[config.mk]
export PLATFORM = sky130hd
export DESIGN_NAME = actor_mover_flat
export DESIGN_NICKNAME = d
export VERILOG_FILES = /design/src/rtl/actor_mover_if.sv /design/src/rtl/actor_mover.sv /design/src/flat_wrapper.sv
export SDC_FILE = /design/constraint.sdc
export NUM_CORES = 1
export LEC_CHECK = 0
export ABC_AREA = 1
export BUFFER_PORTS_ARGS = -buffer_cell sky130_fd_sc_hd__buf_2
export CAP_MARGIN = 20
export CELL_PAD_IN_SITES_DETAIL_PLACEMENT = 0
export CELL_PAD_IN_SITES_GLOBAL_PLACEMENT = 1
export CORE_ASPECT_RATIO = 1.25
export CORE_MARGIN = 3
export CORE_UTILIZATION = 39
export DETAILED_ROUTE_END_ITERATION = 8
export PLACE_DENSITY = 0.91
export SYNTH_ARGS = -nofsm -noshare
export SYNTH_HDL_FRONTEND = slang
export SYNTH_SLANG_ARGS = --single-unit
[constraint.sdc]
create_clock -name frame_clk -period 4.9 [get_ports frame_clk]
set_input_delay 0.98 -clock frame_clk [delete_from_list [all_inputs] [get_ports frame_clk]]
set_output_delay 0.98 -clock frame_clk [all_outputs]
set_load 0.005 [all_outputs]
[src/rtl/actor_mover_if.sv]
// actor_mover_if: control/map inputs and motion outputs of one maze actor.
// master = game/AI side, slave = actor_mover.
interface actor_mover_if #(
  parameter int POS_W = 10
);
  logic             restart;
  logic             lifeDown;
  logic             freeze;
  logic [7:0]       keycode;
  logic [4:0]       mapL;
  logic [4:0]       mapR;
  logic [4:0]       mapB;
  logic [4:0]       mapT;
  logic [POS_W-1:0] posX;
  logic [POS_W-1:0] posY;
  logic [POS_W-1:0] size;
  logic [3:0]       dir_x;
  logic [3:0]       dir_y;
  logic             moving;
  logic             wrapped;

  modport master (
    output restart, lifeDown, freeze, keycode,
    output mapL, mapR, mapB, mapT,
    input  posX, posY, size, dir_x, dir_y,
    input  moving, wrapped
  );

  modport slave (
    input  restart, lifeDown, freeze, keycode,
    input  mapL, mapR, mapB, mapT,
    output posX, posY, size, dir_x, dir_y,
    output moving, wrapped
  );
endinterface

[src/rtl/actor_mover.sv]
// actor_mover: per-frame maze actor motion (queued turns, fractional
// speed, tunnel wrap). Ports: frame_clk, Reset (async, high), bus (slave).
module actor_mover #(
  parameter int POS_W     = 10,
  parameter int X_START   = 202,
  parameter int Y_START   = 253,
  parameter int X_MIN     = 0,
  parameter int X_MAX     = 404,
  parameter int Y_MIN     = 0,
  parameter int Y_MAX     = 447,
  parameter int SIZE      = 13,
  parameter int SPEED_NUM = 1,
  parameter int SPEED_DEN = 1,
  parameter bit STICKY    = 1'b1,
  parameter int TUN_Y_LO  = 195,
  parameter int TUN_Y_HI  = 223,
  parameter int TUN_L     = 10,
  parameter int TUN_R     = 390,
  parameter int WRAP_L    = 15,
  parameter int WRAP_R    = 385
) (
  input  logic         frame_clk,
  input  logic         Reset,
  actor_mover_if.slave bus
);

  localparam int ACC_W = $clog2(SPEED_DEN) + 1;
  localparam int PW    = POS_W + 1;

  localparam logic [POS_W-1:0] X0  = POS_W'(X_START);
  localparam logic [POS_W-1:0] Y0  = POS_W'(Y_START);
  localparam logic [POS_W-1:0] TLO = POS_W'(TUN_Y_LO);
  localparam logic [POS_W-1:0] THI = POS_W'(TUN_Y_HI);
  localparam logic [POS_W-1:0] TL  = POS_W'(TUN_L);
  localparam logic [POS_W-1:0] TR  = POS_W'(TUN_R);
  localparam logic [POS_W-1:0] WL  = POS_W'(WRAP_L);
  localparam logic [POS_W-1:0] WR  = POS_W'(WRAP_R);

  localparam logic [PW-1:0] LIM_L = PW'(X_MIN + SIZE);
  localparam logic [PW-1:0] LIM_R = PW'(X_MAX);
  localparam logic [PW-1:0] LIM_U = PW'(Y_MIN + SIZE);
  localparam logic [PW-1:0] LIM_D = PW'(Y_MAX);
  localparam logic [PW-1:0] SZ    = PW'(SIZE);

  localparam logic [ACC_W-1:0] NUM_C = ACC_W'(SPEED_NUM);
  localparam logic [ACC_W-1:0] DEN_C = ACC_W'(SPEED_DEN);

  typedef enum logic [2:0] {
    D_NONE, D_L, D_R, D_U, D_D
  } dir_e;

  typedef enum logic [1:0] {
    S_IDLE, S_MOVE, S_BLOCK, S_RESP
  } state_e;

  logic [POS_W-1:0] posx_q, posx_d;
  logic [POS_W-1:0] posy_q, posy_d;
  logic [ACC_W-1:0] acc_q, acc_d;
  dir_e             req_q, req_d;
  dir_e             cur_q, cur_d;
  state_e           st_q, st_d;
  logic [3:0]       dirx_q, dirx_d;
  logic [3:0]       diry_q, diry_d;
  logic             mov_q, mov_d;
  logic             wrp_q, wrp_d;

  dir_e             key_dir;
  dir_e             req_eff;
  dir_e             sel;
  logic             key_vld;
  logic             in_tun;
  logic             open_l, open_r, open_u, open_d;
  logic             wrap_l, wrap_r;
  logic [PW-1:0]    px, py;
  logic [ACC_W-1:0] acc_sum;

  function automatic logic dir_open(
    input dir_e d,
    input logic l,
    input logic r,
    input logic u,
    input logic dn
  );
    logic o;
    unique case (d)
      D_L:     o = l;
      D_R:     o = r;
      D_U:     o = u;
      D_D:     o = dn;
      default: o = 1'b0;
    endcase
    return o;
  endfunction

  always_comb begin
    key_dir = D_NONE;
    unique case (bus.keycode)
      8'h04:   key_dir = D_L;
      8'h07:   key_dir = D_R;
      8'h16:   key_dir = D_D;
      8'h1A:   key_dir = D_U;
      default: key_dir = D_NONE;
    endcase
  end

  assign key_vld = (key_dir != D_NONE);
  assign req_eff = key_vld ? key_dir : req_q;

  // Zero-extended copies so bound sums cannot overflow.
  assign px     = {1'b0, posx_q};
  assign py     = {1'b0, posy_q};
  assign in_tun = (posy_q >= TLO) && (posy_q <= THI);

  // Horizontal bounds are waived inside the tunnel row.
  assign open_l = (bus.mapL == 5'd0) && (in_tun || px > LIM_L);
  assign open_r = (bus.mapR == 5'd0) && (in_tun || px + SZ < LIM_R);
  assign open_u = (bus.mapT == 5'd0) && (py > LIM_U);
  assign open_d = (bus.mapB == 5'd0) && (py + SZ < LIM_D);

  // Wrap looks at the registered direction and position.
  assign wrap_l = in_tun && (cur_q == D_L) && (posx_q <= TL);
  assign wrap_r = in_tun && (cur_q == D_R) && (posx_q >= TR);

  assign acc_sum = acc_q + NUM_C;

  always_comb begin
    posx_d = posx_q;
    posy_d = posy_q;
    acc_d  = acc_q;
    req_d  = req_q;
    cur_d  = cur_q;
    st_d   = st_q;
    dirx_d = dirx_q;
    diry_d = diry_q;
    mov_d  = 1'b0;
    wrp_d  = 1'b0;
    sel    = cur_q;
    if (bus.restart || bus.lifeDown) begin
      posx_d = X0;
      posy_d = Y0;
      acc_d  = '0;
      req_d  = D_NONE;
      cur_d  = D_NONE;
      st_d   = S_RESP;
    end else if (st_q == S_RESP) begin
      // One dead frame after respawn; keys and freeze ignored.
      st_d = S_IDLE;
    end else if (bus.freeze) begin
      req_d = req_eff;
    end else if (wrap_l) begin
      req_d  = req_eff;
      posx_d = WR;
      wrp_d  = 1'b1;
    end else if (wrap_r) begin
      req_d  = req_eff;
      posx_d = WL;
      wrp_d  = 1'b1;
    end else begin
      req_d = req_eff;
      if (req_eff != D_NONE &&
          dir_open(req_eff, open_l, open_r, open_u, open_d)) begin
        sel   = req_eff;
        req_d = D_NONE;
      end else if (!STICKY && !key_vld) begin
        sel = D_NONE;
      end
      cur_d = sel;
      if (sel == D_NONE) begin
        st_d = S_IDLE;
      end else if (!dir_open(sel, open_l, open_r, open_u, open_d)) begin
        st_d = S_BLOCK;
      end else begin
        st_d = S_MOVE;
        if (acc_sum >= DEN_C) begin
          acc_d = acc_sum - DEN_C;
          mov_d = 1'b1;
          unique case (sel)
            D_L: begin
              posx_d = posx_q - 1'b1;
              dirx_d = 4'd1;
              diry_d = 4'd2;
            end
            D_R: begin
              posx_d = posx_q + 1'b1;
              dirx_d = 4'd3;
              diry_d = 4'd2;
            end
            D_U: begin
              posy_d = posy_q - 1'b1;
              dirx_d = 4'd2;
              diry_d = 4'd1;
            end
            default: begin
              posy_d = posy_q + 1'b1;
              dirx_d = 4'd2;
              diry_d = 4'd3;
            end
          endcase
        end else begin
          acc_d = acc_sum;
        end
      end
    end
  end

  always_ff @(posedge frame_clk or posedge Reset) begin
    if (Reset) begin
      posx_q <= X0;
      posy_q <= Y0;
      acc_q  <= '0;
      req_q  <= D_NONE;
      cur_q  <= D_NONE;
      st_q   <= S_IDLE;
      dirx_q <= 4'd2;
      diry_q <= 4'd2;
      mov_q  <= 1'b0;
      wrp_q  <= 1'b0;
    end else begin
      posx_q <= posx_d;
      posy_q <= posy_d;
      acc_q  <= acc_d;
      req_q  <= req_d;
      cur_q  <= cur_d;
      st_q   <= st_d;
      dirx_q <= dirx_d;
      diry_q <= diry_d;
      mov_q  <= mov_d;
      wrp_q  <= wrp_d;
    end
  end

  assign bus.posX    = posx_q;
  assign bus.posY    = posy_q;
  assign bus.size    = POS_W'(SIZE);
  assign bus.dir_x   = dirx_q;
  assign bus.dir_y   = diry_q;
  assign bus.moving  = mov_q;
  assign bus.wrapped = wrp_q;

endmodule

[src/flat_wrapper.sv]
// flat-port wrapper written by rule: the top's interface ports become plain ports
module actor_mover_flat 
#(
  parameter int POS_W     = 10,
  parameter int X_START   = 202,
  parameter int Y_START   = 253,
  parameter int X_MIN     = 0,
  parameter int X_MAX     = 404,
  parameter int Y_MIN     = 0,
  parameter int Y_MAX     = 447,
  parameter int SIZE      = 13,
  parameter int SPEED_NUM = 1,
  parameter int SPEED_DEN = 1,
  parameter bit STICKY    = 1'b1,
  parameter int TUN_Y_LO  = 195,
  parameter int TUN_Y_HI  = 223,
  parameter int TUN_L     = 10,
  parameter int TUN_R     = 390,
  parameter int WRAP_L    = 15,
  parameter int WRAP_R    = 385
)
  (frame_clk, Reset, bus_restart, bus_lifeDown, bus_freeze, bus_keycode, bus_mapL, bus_mapR, bus_mapB, bus_mapT, bus_posX, bus_posY, bus_size, bus_dir_x, bus_dir_y, bus_moving, bus_wrapped);
  actor_mover_if #(.POS_W(POS_W)) bus_i ();
  input  logic frame_clk;
  input  logic Reset;
  input wire logic [$bits(bus_i.restart)-1:0] bus_restart;
  input wire logic [$bits(bus_i.lifeDown)-1:0] bus_lifeDown;
  input wire logic [$bits(bus_i.freeze)-1:0] bus_freeze;
  input wire logic [$bits(bus_i.keycode)-1:0] bus_keycode;
  input wire logic [$bits(bus_i.mapL)-1:0] bus_mapL;
  input wire logic [$bits(bus_i.mapR)-1:0] bus_mapR;
  input wire logic [$bits(bus_i.mapB)-1:0] bus_mapB;
  input wire logic [$bits(bus_i.mapT)-1:0] bus_mapT;
  output wire logic [$bits(bus_i.posX)-1:0] bus_posX;
  output wire logic [$bits(bus_i.posY)-1:0] bus_posY;
  output wire logic [$bits(bus_i.size)-1:0] bus_size;
  output wire logic [$bits(bus_i.dir_x)-1:0] bus_dir_x;
  output wire logic [$bits(bus_i.dir_y)-1:0] bus_dir_y;
  output wire logic [$bits(bus_i.moving)-1:0] bus_moving;
  output wire logic [$bits(bus_i.wrapped)-1:0] bus_wrapped;
  assign bus_i.restart = bus_restart;
  assign bus_i.lifeDown = bus_lifeDown;
  assign bus_i.freeze = bus_freeze;
  assign bus_i.keycode = bus_keycode;
  assign bus_i.mapL = bus_mapL;
  assign bus_i.mapR = bus_mapR;
  assign bus_i.mapB = bus_mapB;
  assign bus_i.mapT = bus_mapT;
  assign bus_posX = bus_i.posX;
  assign bus_posY = bus_i.posY;
  assign bus_size = bus_i.size;
  assign bus_dir_x = bus_i.dir_x;
  assign bus_dir_y = bus_i.dir_y;
  assign bus_moving = bus_i.moving;
  assign bus_wrapped = bus_i.wrapped;
  actor_mover #(.POS_W(POS_W), .X_START(X_START), .Y_START(Y_START), .X_MIN(X_MIN), .X_MAX(X_MAX), .Y_MIN(Y_MIN), .Y_MAX(Y_MAX), .SIZE(SIZE), .SPEED_NUM(SPEED_NUM), .SPEED_DEN(SPEED_DEN), .STICKY(STICKY), .TUN_Y_LO(TUN_Y_LO), .TUN_Y_HI(TUN_Y_HI), .TUN_L(TUN_L), .TUN_R(TUN_R), .WRAP_L(WRAP_L), .WRAP_R(WRAP_R)) u_core (.frame_clk(frame_clk), .Reset(Reset), .bus(bus_i));
endmodule
After elaboration in Yosys (flattened, before gate mapping)
Index checks and enable logic that the tools add are counted.
{"block": "word_totals", "register_bits": 39, "in_bits": 33, "out_inout_bits": 40, "elab_cells": 170}
{"block": "op_classes", "n_addsub": 8, "n_lt_le_gt_ge": 9, "eq_ne": 25, "mux": 80, "bitwise_logic": 6, "n_reduce_logical": 32}
{"cell": "10-bit 2-to-1 mux", "n": 16}
{"cell": "3-bit 2-to-1 mux", "n": 18}
{"cell": "10-bit case mux with 2 select lines", "n": 2}
{"cell": "1-bit 2-to-1 mux", "n": 32}
{"cell": "10-bit by 4-bit adder with 11-bit output (second input constant)", "n": 2}
{"cell": "11-bit by 9-bit less-than comparator with 1-bit output (second input constant)", "n": 2}
{"cell": "10-bit by 1-bit adder with 10-bit output (second input constant)", "n": 2}
{"cell": "10-bit by 4-bit greater-than comparator with 1-bit output (second input constant)", "n": 2}
{"cell": "5-bit logical NOT", "n": 4}
{"cell": "10-bit by 1-bit subtractor with 10-bit output (second input constant)", "n": 2}
{"cell": "8-bit by 3-bit equality test with 1-bit output (second input constant)", "n": 2}
{"cell": "8-bit by 5-bit equality test with 1-bit output (second input constant)", "n": 2}
{"cell": "8-bit AND reduction", "n": 2}
{"cell": "3-bit by 2-bit equality test with 1-bit output (second input constant)", "n": 5}
{"cell": "2-bit 2-to-1 mux", "n": 7}
{"cell": "3-bit case mux with 4 select lines", "n": 1}
{"cell": "6-bit AND reduction", "n": 2}
{"cell": "10-bit by 8-bit greater-or-equal comparator with 1-bit output (second input constant)", "n": 1}
{"cell": "10-bit by 9-bit greater-or-equal comparator with 1-bit output (second input constant)", "n": 1}
{"cell": "10-bit by 4-bit less-or-equal comparator with 1-bit output (second input constant)", "n": 1}
{"cell": "10-bit by 8-bit less-or-equal comparator with 1-bit output (second input constant)", "n": 1}
{"cell": "1-bit logical AND", "n": 10}
{"cell": "3-bit by 1-bit equality test with 1-bit output (second input constant)", "n": 3}
{"cell": "2-bit by 1-bit != test with 1-bit output (second input constant)", "n": 4}
{"cell": "21 further kinds", "n": 36}

Depth between registers and ports, before layout
Gate-level depths: netlist of the first run.
{"block": "depth", "depth_word": 33, "mapped_depth": 29, "mapped_depth_nobuf": 29}

Worst setup path after synthesis of the first run
No wires, ideal clock.
{"block": "synth_timing", "path_kind": "input -> register", "startpoint": "in bus_keycode[5]", "endpoint": "reg u_core.posx_q[8], in the netlist u_core.bus.posX[8]", "arrival_time_ps": 3757, "t_required_ps": 4783, "path_slack_ps": 1027, "cell_stages": 26, "path_buffers": 0, "cell_sequence": "inv_2 nand2_1 nor2_1 nand2_1 nand4_1 nand2_1 nor2_1 nand3_4 nand3_2 nand2_1 nand2_2 nand3_4 ha_1 a21oi_1 o21ai_0 nand2_1 nand2_1 a21oi_1 nor2_1 nor2_1 inv_1 a21oi_1 xor2_1 o21ai_0 nand3_1 nand2_1"}
{"block": "synth_via", "elab_chain_cells": 28, "word_cells_on_any_way": 50, "cone_classes": "eq/ne (13); mux (30); reduce/logical (7)"}
{"item": "start, declared", "line_no": "flat_wrapper.sv:29", "text": "input wire logic [$bits(bus_i.keycode)-1:0] bus_keycode;"}
{"item": "8-bit by 5-bit equality test with 1-bit output or 8-bit by 3-bit equality test with 1-bit output (tied branches)", "line_no": "actor_mover.sv:97", "text": "unique case (bus.keycode)"}
{"item": "3-bit case mux with 4 select lines *", "line_no": "actor_mover.sv:97"}
{"item": "3-bit nonzero test", "line_no": "actor_mover.sv:106", "text": "assign key_vld = (key_dir != D_NONE);"}
{"item": "3-bit 2-to-1 mux *", "line_no": "actor_mover.sv:107", "text": "assign req_eff = key_vld ? key_dir : req_q;"}
{"item": "3-bit equality test (tied with other cells)", "line_no": "actor_mover.sv:85", "text": "unique case (d)"}
{"item": "1-bit case mux with 4 select lines", "line_no": "actor_mover.sv:85"}
{"item": "1-bit 2-to-1 mux", "line_no": "actor_mover.sv:154", "text": "end else if (wrap_r) begin"}
{"item": "1-bit 2-to-1 mux", "line_no": "actor_mover.sv:150", "text": "end else if (wrap_l) begin"}
{"item": "(+12 left out)"}
{"item": "1-bit 2-to-1 mux or 10-bit 2-to-1 mux (tied branches)", "line_no": "actor_mover.sv:168, actor_mover.sv:174"}
{"item": "1-bit 2-to-1 mux or 10-bit 2-to-1 mux (tied branches)", "line_no": "actor_mover.sv:154, actor_mover.sv:170"}
{"item": "1-bit 2-to-1 mux or 10-bit 2-to-1 mux (tied branches)", "line_no": "actor_mover.sv:150, actor_mover.sv:168"}
{"item": "1-bit 2-to-1 mux or 10-bit 2-to-1 mux (tied branches)", "line_no": "actor_mover.sv:148, actor_mover.sv:154"}
{"item": "1-bit 2-to-1 mux or 10-bit 2-to-1 mux (tied branches)", "line_no": "actor_mover.sv:145, actor_mover.sv:150"}
{"item": "1-bit 2-to-1 mux or 10-bit 2-to-1 mux (tied branches)", "line_no": "actor_mover.sv:138, actor_mover.sv:148"}
{"item": "4-bit nonzero test (no line) or 10-bit 2-to-1 mux (tied branches)"}
{"item": "6-bit AND reduction (no line) or 10-bit 2-to-1 mux (tied branches)"}
{"item": "end signal, assigned", "line_no": "actor_mover.sv:219", "text": "posx_q <= posx_d;"}
{"item": "end, declared", "line_no": "actor_mover.sv:56", "text": "logic [POS_W-1:0] posx_q, posx_d;"}
Mark *: on every way between the ends. The rest lies on a longest branch, timed or not. The select of a mux whose other input is x is not followed.
A chain may end at the register's enable or synchronous reset.

Final worst setup path of the first run
Ends and elaborated chain as after synthesis.

==> results.cfg, run 1 <==
[timing]
clock.fmax_mhz = 237
period_share_pct = 86.3
hold_viol = 0
hold_slack_ps = 489
slew_viol_final = 0
fin_crit_ps = 4230
tns_ps = 0
fin_skew_ps = 12.7
rsz0062_at_grt = false
setup_violations = 0

[die]
core_um2 = 8330
num_io_pins = 73
start_util_pct = 40.6
row_count = 37
die_x_um = 89.3
die-area_um2 = 9840
fp.dieH_um = 110

[logic_synthesis]
synth_cells = 513
synth_edf_count = 0
yosys_warnings = 0
yosysUniqueCellTypes = 42
dominantRegCellSynth = dfrtp_1
ys_seq_area_share_pct = 25.6
ys_ff_latch = 34
avgSynthCellArea_um2 = 6.60
synth-async-reset-ratio_pct = 100
syn_area_um2 = 3380

[placement]
dp_hpwl_mm = 6.74
place_congestion = 0.898
port_buffers = 58

[power_and_ir_drop]
peakVddDrop_v = 0.000164
power_leakage_uw = 0.00215
power_density_nw_per_um2 = 204

[global_route]
met1_usage_pct = 21.3
antenna_found_initial = 0
grt_overflow = 0
met3_usage_pct = 1.78
grt.met2_usage_pct = 32.7
grt_max_degree = 35
grt_pass1_vias = 3137
track_usage_pct = 17.6
top_usage_layer = met2
grt_pass1_wl_mm = 13.9

[cells_and_area]
synthToLayoutAreaGrowth_pct = 13.5
finalNetCount = 628
diodes = 0
drive_gt1_share_pct = 20.3

[clocking]
cts_made_buffers = 5
cts_tree = done
htreeDepth = 2
clockRootBuffer = clkbuf_8
cts_num_sinks = 34
clock_path_buffers = 2
clk_latency_ps = 300
clk_pin_slew_worst_paths_ps = 80
cts-resized-gates = 0
cts_setup_buffers = 0
ctsHoldBuffers = 0

[drt]
vias = 3411
routed_wl_mm = 8.61
drc = 0
drt-pass1-iter-count = 4
wire_per_inst_um = 12.8
ant_nets = 0
drtIter0Drc = 213
vias_per_cell = 5.08

[critical_path]
r2r-start = u_core.bus.posY[0]$_DFFE_PP1P_
critPathSlowestCell = ha_1
reg2reg_to = u_core.bus.posX[8]$_DFFE_PP0P_
crit_fanout = 12
reg2reg_slack_ps = 710
endpoint_kind = flop
arrival_ps = 4420
cp-start-kind = input port
slowest_delay_ps = 400
reg2regPathDepth = 25
cpMostUsedCell = nand2_1
required_ps = 5090
startpoint = bus_keycode[5]
critPathKind = input port to flop

[hold_path]
whs_endpoint = u_core.bus.dir_x[0]$_DFFE_PP0P_
hp-start = u_core.bus.dir_x[0]$_DFFE_PP0P_
min_path_type = flop to flop
min_path_cells = 2

[run_status]
status = finished, final reports clean

[flow_run]
maxCapViolCount = 0
[routing by layer]
layer	vias up	part of all wire, %
met5	-	0
met4	0	0.95
met3	8	4.0
met2	71	51
met1	1579	44
li1	1753	-
[worst max path at each step]
stage | cells after the start | end | slack, ps
after floorplan | 26 | u_core.bus.posX[8]$_DFFE_PP0P_ | 1030
after global placement | 27 | u_core.bus.posX[8]$_DFFE_PP0P_ | 470
after detailed placement | 27 | u_core.bus.posX[8]$_DFFE_PP0P_ | 400
after CTS | 25 | u_core.bus.posX[8]$_DFFE_PP0P_ | 710
after global routing | 27 | u_core.bus.posX[8]$_DFFE_PP0P_ | 240
final | 27 | u_core.bus.posX[8]$_DFFE_PP0P_ | 670
[state kept, by name, indices dropped and copies added, names as in the netlist]
register            cells
u_core.req_q            3
u_core.bus.moving       1
u_core.st_q             2
u_core.bus.dir_x        2
u_core.bus.dir_y        2
u_core.bus.posX        10
u_core.bus.wrapped      1
u_core.bus.posY        10
u_core.cur_q            3
[report_power, final]
part | leakage, uW | internal, uW | switching [uW] | total, uW
logic | 0.00167 | 74.8 | 113 | 188
registers | 0.000420 | 299 | 20.1 | 319
clock network | 0.0000585 | 166 | 111 | 277
[worst max-delay path, delay by kind of cell]
| family | cells | cell delay (ps) |
|---|---|---|
| simple gates | 14 | 1500 |
| buf+inv | 4 | 250 |
| xor+xnor | 1 | 160 |
| compound gates | 7 | 1090 |
| fa+ha+maj | 1 | 400 |
[stage by stage]
step	utilization (%)	std cells	instance area (um^2)	setup WS, ps	power (uW)
6_report	46.1	672	3840	674	783
4_1_cts	46.1	672	3840	712	788
5_1_grt	46.1	672	3840	238	827
3_5_place_dp	44.7	664	3720	401	509
2_1_floorplan	-	525	3430	1030	458
3_3_place_gp	44.7	664	3720	467	505
[cells in the mapped netlist, types with 7 or more instances]
master	number	area share, %
inv_1	69	7.7
ha_1	19	7.0
nand2_1	142	16
dfrtp_1	21	16
xor2_1	7	1.8
a21oi_1	18	2.7
o21ai_0	16	2.4
nor2_1	52	5.8
buf_4	15	3.3
nor3_1	8	1.2
nand4_1	10	1.8
nand3_1	51	7.5
dfstp_2	13	10
[logic make-up after synthesis]
group,after synthesis,synth area share (%)
adder cells (fa/ha/maj),21,8.21
flip-flops,34,25.6
XOR/XNOR,12,3.11
buffers and inverters,93,12.2
other,2,0.222
AO/OA/AOI/OAI,54,9.95
AND/OR/NAND/NOR,297,40.7
[layout by cell type (no fill, tap or decap), types with 3 or more instances in the layout]
cell type  synthesis  final
o31ai_1            4      4
nor3b_1            4      4
conb_1             2     14
a21oi_1           18     18
o21ai_0           16     16
xor2_1             7      7
buf_2              0     58
inv_1             69     69
nand4_1           10     10
nor2_2             5      5
nor2_1            52     52
or2_2              3      3
xnor2_1            5      5
nor3_1             8      8
nand2_2            5      5
dfrtp_1           21     21
inv_2              6      6
nand2_1          142    142
nand3_1           51     51
clkbuf_8           0      6
o21ai_1            4      4
ha_1              19     19
nand3_2            6      6
dfstp_2           13     13
[layout make-up]
type                    instances  area (um^2)
inverters                      75          282
fillers                       863         4490
flip-flops and latches         34          867
repair buffers                 60          305
clock buffers                   7         86.3
multi-input cells             398         2150
clock inverters                 1         30.0
well taps                      97          121
Power figures use the tool's default switching activity.
==> run 2, diff against run 1 <==
clock period = 3.9 ns   (was 4.9 ns; I/O delays follow)
==> run 2 against run 1 <==
  * Hold slack improved by 1.1 ps
  * Sequential power increased by 26%
  * Critical path depth shrank 1
  * Flip-flop and latch count stayed put
  * Non-clock buffer count up 52
==> results.cfg, run 2 (same netlist as run 1, synthesis figures left out) <==
[critical_path]
cp-start-kind = input port
cp_num_buf_inv = 4
r2r-start = u_core.bus.posY[0]$_DFFE_PP1P_
reg2regPathDepth = 25
critPathKind = input port to flop
required_ps = 4110
reg2reg_slack_ps = 160
arrival_ps = 3960
cpLargestDelayFamily = simple AND/OR/NAND/NOR gates
crit_fanout = 7
critPathSlowestCell = or2_2
endpoint_kind = flop
reg2reg_to = u_core.bus.posX[7]$_DFFE_PP1P_
slowest_delay_ps = 280
cpMostUsedCell = nand2_1

[timing]
fin_skew_ps = 6.40
rsz0062_at_grt = true
clock.fmax_mhz = 267
fin_crit_ps = 3750
slew_viol_final = 0
period_share_pct = 96.1
setup_violations = 0
hold_viol = 0
hold_slack_ps = 490

[die]
core_um2 = 8330
fp.dieH_um = 110
die-area_um2 = 9840
row_count = 37
start_util_pct = 40.6
num_io_pins = 73
die_x_um = 89.3

[cells_and_area]
final_cell_area_um2 = 4440
diodes = 0
synthToLayoutAreaGrowth_pct = 31.3
drive_gt1_share_pct = 32.5
finalNetCount = 680
final_common_cell = nand2_1
layout_common_cells = 138 x nand2_1, 68 x inv_1, 58 x buf_2

[clocking]
htreeDepth = 2
clock_path_buffers = 2
cts_num_sinks = 34
cts_made_buffers = 5
clockRootBuffer = clkbuf_8
cts_tree = done
clk_latency_ps = 280
ctsHoldBuffers = 0
clk_pin_slew_worst_paths_ps = 70

[drt]
vias_per_cell = 5.04
drt-pass1-iter-count = 4
routed_wl_mm = 9.63
ant_nets = 0
drc = 0
wire_per_inst_um = 13.3
vias = 3647
drtIter0Drc = 128

[power_and_ir_drop]
power_leakage_uw = 0.00242
peakVddDrop_v = 0.000182
power_density_nw_per_um2 = 229

[placement]
place_area_um2 = 4060
dp_hpwl_mm = 7.49
port_buffers = 58
place_congestion = 0.928

[run_status]
status = finished, final reports clean

[flow_run]
maxCapViolCount = 0

[global_route]
antenna_found_initial = 0
grt_overflow = 0
grt_pass1_wl_mm = 15.0
track_usage_pct = 19.2
grt_pass1_vias = 3451
grt_max_degree = 28

[hold_path]
min_path_type = input port to async pin
run 2: worst max path at each step:
stage,to,start,cells after the start,slack [ps]
finish,u_core.bus.posX[7]$_DFFE_PP1P_,bus_keycode[0],26,150
global route,u_core.bus.posX[8]$_DFFE_PP0P_,bus_keycode[0],27,-80
CTS,u_core.bus.posX[7]$_DFFE_PP1P_,u_core.bus.posY[0]$_DFFE_PP1P_,25,6
detailed placement,u_core.bus.posX[8]$_DFFE_PP0P_,bus_keycode[0],29,-280
global placement,u_core.bus.posX[8]$_DFFE_PP0P_,bus_keycode[6],27,-220
floorplan,u_core.bus.posX[8]$_DFFE_PP0P_,bus_keycode[5],26,230
run 2: power breakdown:
part / internal, uW / leakage [uW] / switching, uW / total [uW]
combinational: 137 / 0.00194 / 170 / 307
clock: 178 / 0.0000575 / 131 / 309
sequential: 375 / 0.000420 / 26.2 / 402
run 2: what timing repair did:
action | 4_1_cts | 5_1_grt
endpoints found under the setup margin | 1 | 8
gates resized for setup | 3 | 42
buffers inserted | 0 | 6
endpoints found under the hold margin | 0 | 0
pin swaps | 0 | 25
run 2: stage by stage:
| step | total power, uW | TNS [ps] | util, % | setup slack [ps] | cells |
|---|---|---|---|---|---|
| 2_1_floorplan | 575 | 0 | - | 227 | 525 |
| 3_3_place_gp | 661 | -316 | 48.7 | -222 | 709 |
| 3_5_place_dp | 668 | -868 | 48.7 | -284 | 709 |
| 4_1_cts | 986 | 0 | 50.3 | 5.69 | 717 |
| 5_1_grt | 1080 | -155 | 53.3 | -78.5 | 724 |
| 6_report | 1020 | 0 | 53.3 | 152 | 724 |
run 2: cell type report:
class	count	area [um^2]
Fill cell	818	3890
Multi-Input combinational cell	398	2340
Sequential cell	34	867
Timing Repair Buffer	112	723
Inverter	75	284
Tap cell	97	121
Clock buffer	8	110
run 2: layer usage:
layer  wire length, um  vias to the layer above  track usage [%]
li1                  -                     1851                -
met1              3900                     1680             22.3
met2              5160                      103             36.2
met3               413                       13             2.30
met4               157                        0             5.64
met5                 0                        -                0
run 2: worst reg2reg max path: stages (launching register included):
cell	delay [ps]
dfstp_2	580
inv_2	70
ha_4	250
and3_1	150
nand2_1	50
nor2_1	110
nor2_2	50
nor2_2	130
nor2_4	80
nand3_4	120
inv_1	80
a21oi_4	210
nand3_4	190
buf_6	170
ha_2	170
a21oi_2	180
o21ai_2	110
a21oi_2	150
nor2_1	80
nor2_1	100
o21bai_1	110
or2_2	280
nand3_1	70
nand2_1	50
nand3_1	70
nand2_1	60
==> run 3, diff against run 2 <==
PLACE_DENSITY = not set   (was 0.91)
PLACE_DENSITY_LB_ADDON = 0.2   (was not set)
==> run 3 against run 2 <==
  * Critical path type is now flop to flop
  * Sequential power barely moved
  * Clock power fell by 10%
  * Largest cell class unchanged
  * Count of clock-buffer cells in the layout fell by 1
  * Critical endpoint is now u_core.bus.posX[9]$_DFFE_PP0P_
==> results.cfg, run 3 (same netlist as run 1, synthesis figures left out) <==
[power_and_ir_drop]
switching_share_pct = 33.5
power_density_nw_per_um2 = 220
p_sw_uw = 331
power_frac_seq_pct = 40.6
peakVddDrop_v = 0.000167
power.clock.fraction_pct = 28.2
internal-power_uw = 656
p_comb_share_pct = 31.2
power_leakage_uw = 0.00243

[die]
num_io_pins = 73
die_x_um = 89.3
fp.dieH_um = 110
start_util_pct = 40.6
core_um2 = 8330
row_count = 37
die-area_um2 = 9840

[drt]
wire_per_inst_um = 13.5
vias = 3638
routed_wl_mm = 9.82
drt-pass1-iter-count = 4
ant_nets = 0
drc = 0
drtIter0Drc = 138
vias_per_cell = 5.01

[cells_and_area]
final_util_pct = 53.8
fillers = 847
layout_common_cells = 130 x nand2_1, 68 x inv_1, 58 x buf_2
final_common_cell = nand2_1
multi_input_area_um2 = 2380
seqCellArea_um2 = 868
synthToLayoutAreaGrowth_pct = 32.6
drive_gt1_share_pct = 34.3
diodes = 0
finalNetCount = 682

[clocking]
cts_num_sinks = 34
cts_made_buffers = 5
clk_pin_slew_worst_paths_ps = 80
htreeDepth = 2
clockRootBuffer = clkbuf_8
clock_path_buffers = 2
cts_tree = done
clk_latency_ps = 300

[global_route]
grt_pass1_wl_mm = 15.6
track_usage_pct = 20.1
grt_max_degree = 28
grt_pass1_vias = 3523
antenna_found_initial = 0
grt_overflow = 0

[hold_path]
min_path_type = flop to flop

[critical_path]
critPathKind = flop to flop
arrival_ps = 3940
crit_fanout = 7
required_ps = 4080
endpoint_kind = flop
cp-start-kind = flop

[timing]
setup_violations = 0
period_share_pct = 96.4
slew_viol_final = 0
rsz0062_at_grt = true
tns_ps = 0
clock.fmax_mhz = 266
tightest_slew_ps = 531
fin_skew_ps = 12.5
hold_viol = 0
fin_crit_ps = 3760
max-slew-margin-rel_pct = 64.6
setup_slack_ps = 140

[flow_run]
maxCapViolCount = 0

[placement]
dp_hpwl_mm = 7.58
dp_slack_ps = -252
place_congestion = 0.937
port_buffers = 58

[run_status]
status = finished, final reports clean
[run 3: power by group through the flow]
stage	logic [uW]	registers [uW]	clock network [uW]
5_1_grt	345	404	297
2_1_floorplan	175	400	0
3_3_place_gp	255	405	0
4_1_cts	267	399	286
6_report	308	401	278
3_5_place_dp	260	405	0
[run 3: worst max-delay path, stage by stage (launching register included)]
cell and delay (ps):
dfstp_2 620, inv_2 70, ha_4 260, and3_4 170
nand2_2 40, nor2_2 80, nor2_2 50, nor2_2 120
nor2_4 70, nand3_4 120, nand4_1 150, nand2_4 140
nand3_4 150, buf_4 210, ha_1 320, inv_1 90
nor3_2 180, nand3_1 100, o2111ai_1 150, xor2_1 200
xnor2_1 150, nor2_1 60, nand3_1 60, nand2_1 70
[run 3: layer usage]
metal | vias to the layer above | routed length, um | global-route usage [%] | part of all wire [%]
met2 | 67 | 5270 | 38.5 | 54
met3 | 23 | 273 | 2.45 | 2.8
met4 | 0 | 287 | 6.49 | 2.9
met1 | 1691 | 3980 | 22.3 | 41
met5 | - | 0 | 0 | 0
li1 | 1857 | - | - | -
[run 3: cell type report]
class / count / share of cell area, %
clock buffer: 7 / 1.92
timing repair buffer: 114 / 16.5
multi-input combinational: 398 / 53.0
tap: 97 / 2.70
sequential: 34 / 19.4
clock inverter: 1 / 0.112
inverter: 75 / 6.33
[run 3: stage by stage]
stage	power (uW)	std cells	area (um^2)	hold slack (ps)
finish	986	726	4490	489
global route	1050	726	4490	510
CTS	953	717	4190	491
detailed placement	665	704	4020	479
global placement	660	704	4020	463
floorplan	575	525	3430	467
[run 3: path summary, 6_finish.rpt]
kind / slack, ps / from / end / cells after the start
max in group asynchronous: 2760 / Reset / u_core.st_q[0]$_DFFE_PP0P_ / 4
max reg2reg: 140 / u_core.bus.posY[0]$_DFFE_PP1P_ / u_core.bus.posX[9]$_DFFE_PP0P_ / 23
min in group asynchronous: 520 / Reset / u_core.bus.dir_x[0]$_DFFE_PP0P_ / 2
max: 140 / u_core.bus.posY[0]$_DFFE_PP1P_ / u_core.bus.posX[9]$_DFFE_PP0P_ / 23
min: 490 / u_core.bus.posX[6]$_DFFE_PP1P_ / u_core.bus.posX[6]$_DFFE_PP1P_ / 2
min reg2reg: 490 / u_core.bus.posX[6]$_DFFE_PP1P_ / u_core.bus.posX[6]$_DFFE_PP1P_ / 2
[run 3: timing repair]
item                       4_1_cts  5_1_grt
gates resized for setup          6       55
pin swaps                        4       19
buffers inserted                 5       10
hold buffers                     0        0
hold endpoints to repair         0        0
setup endpoints to repair        3       10
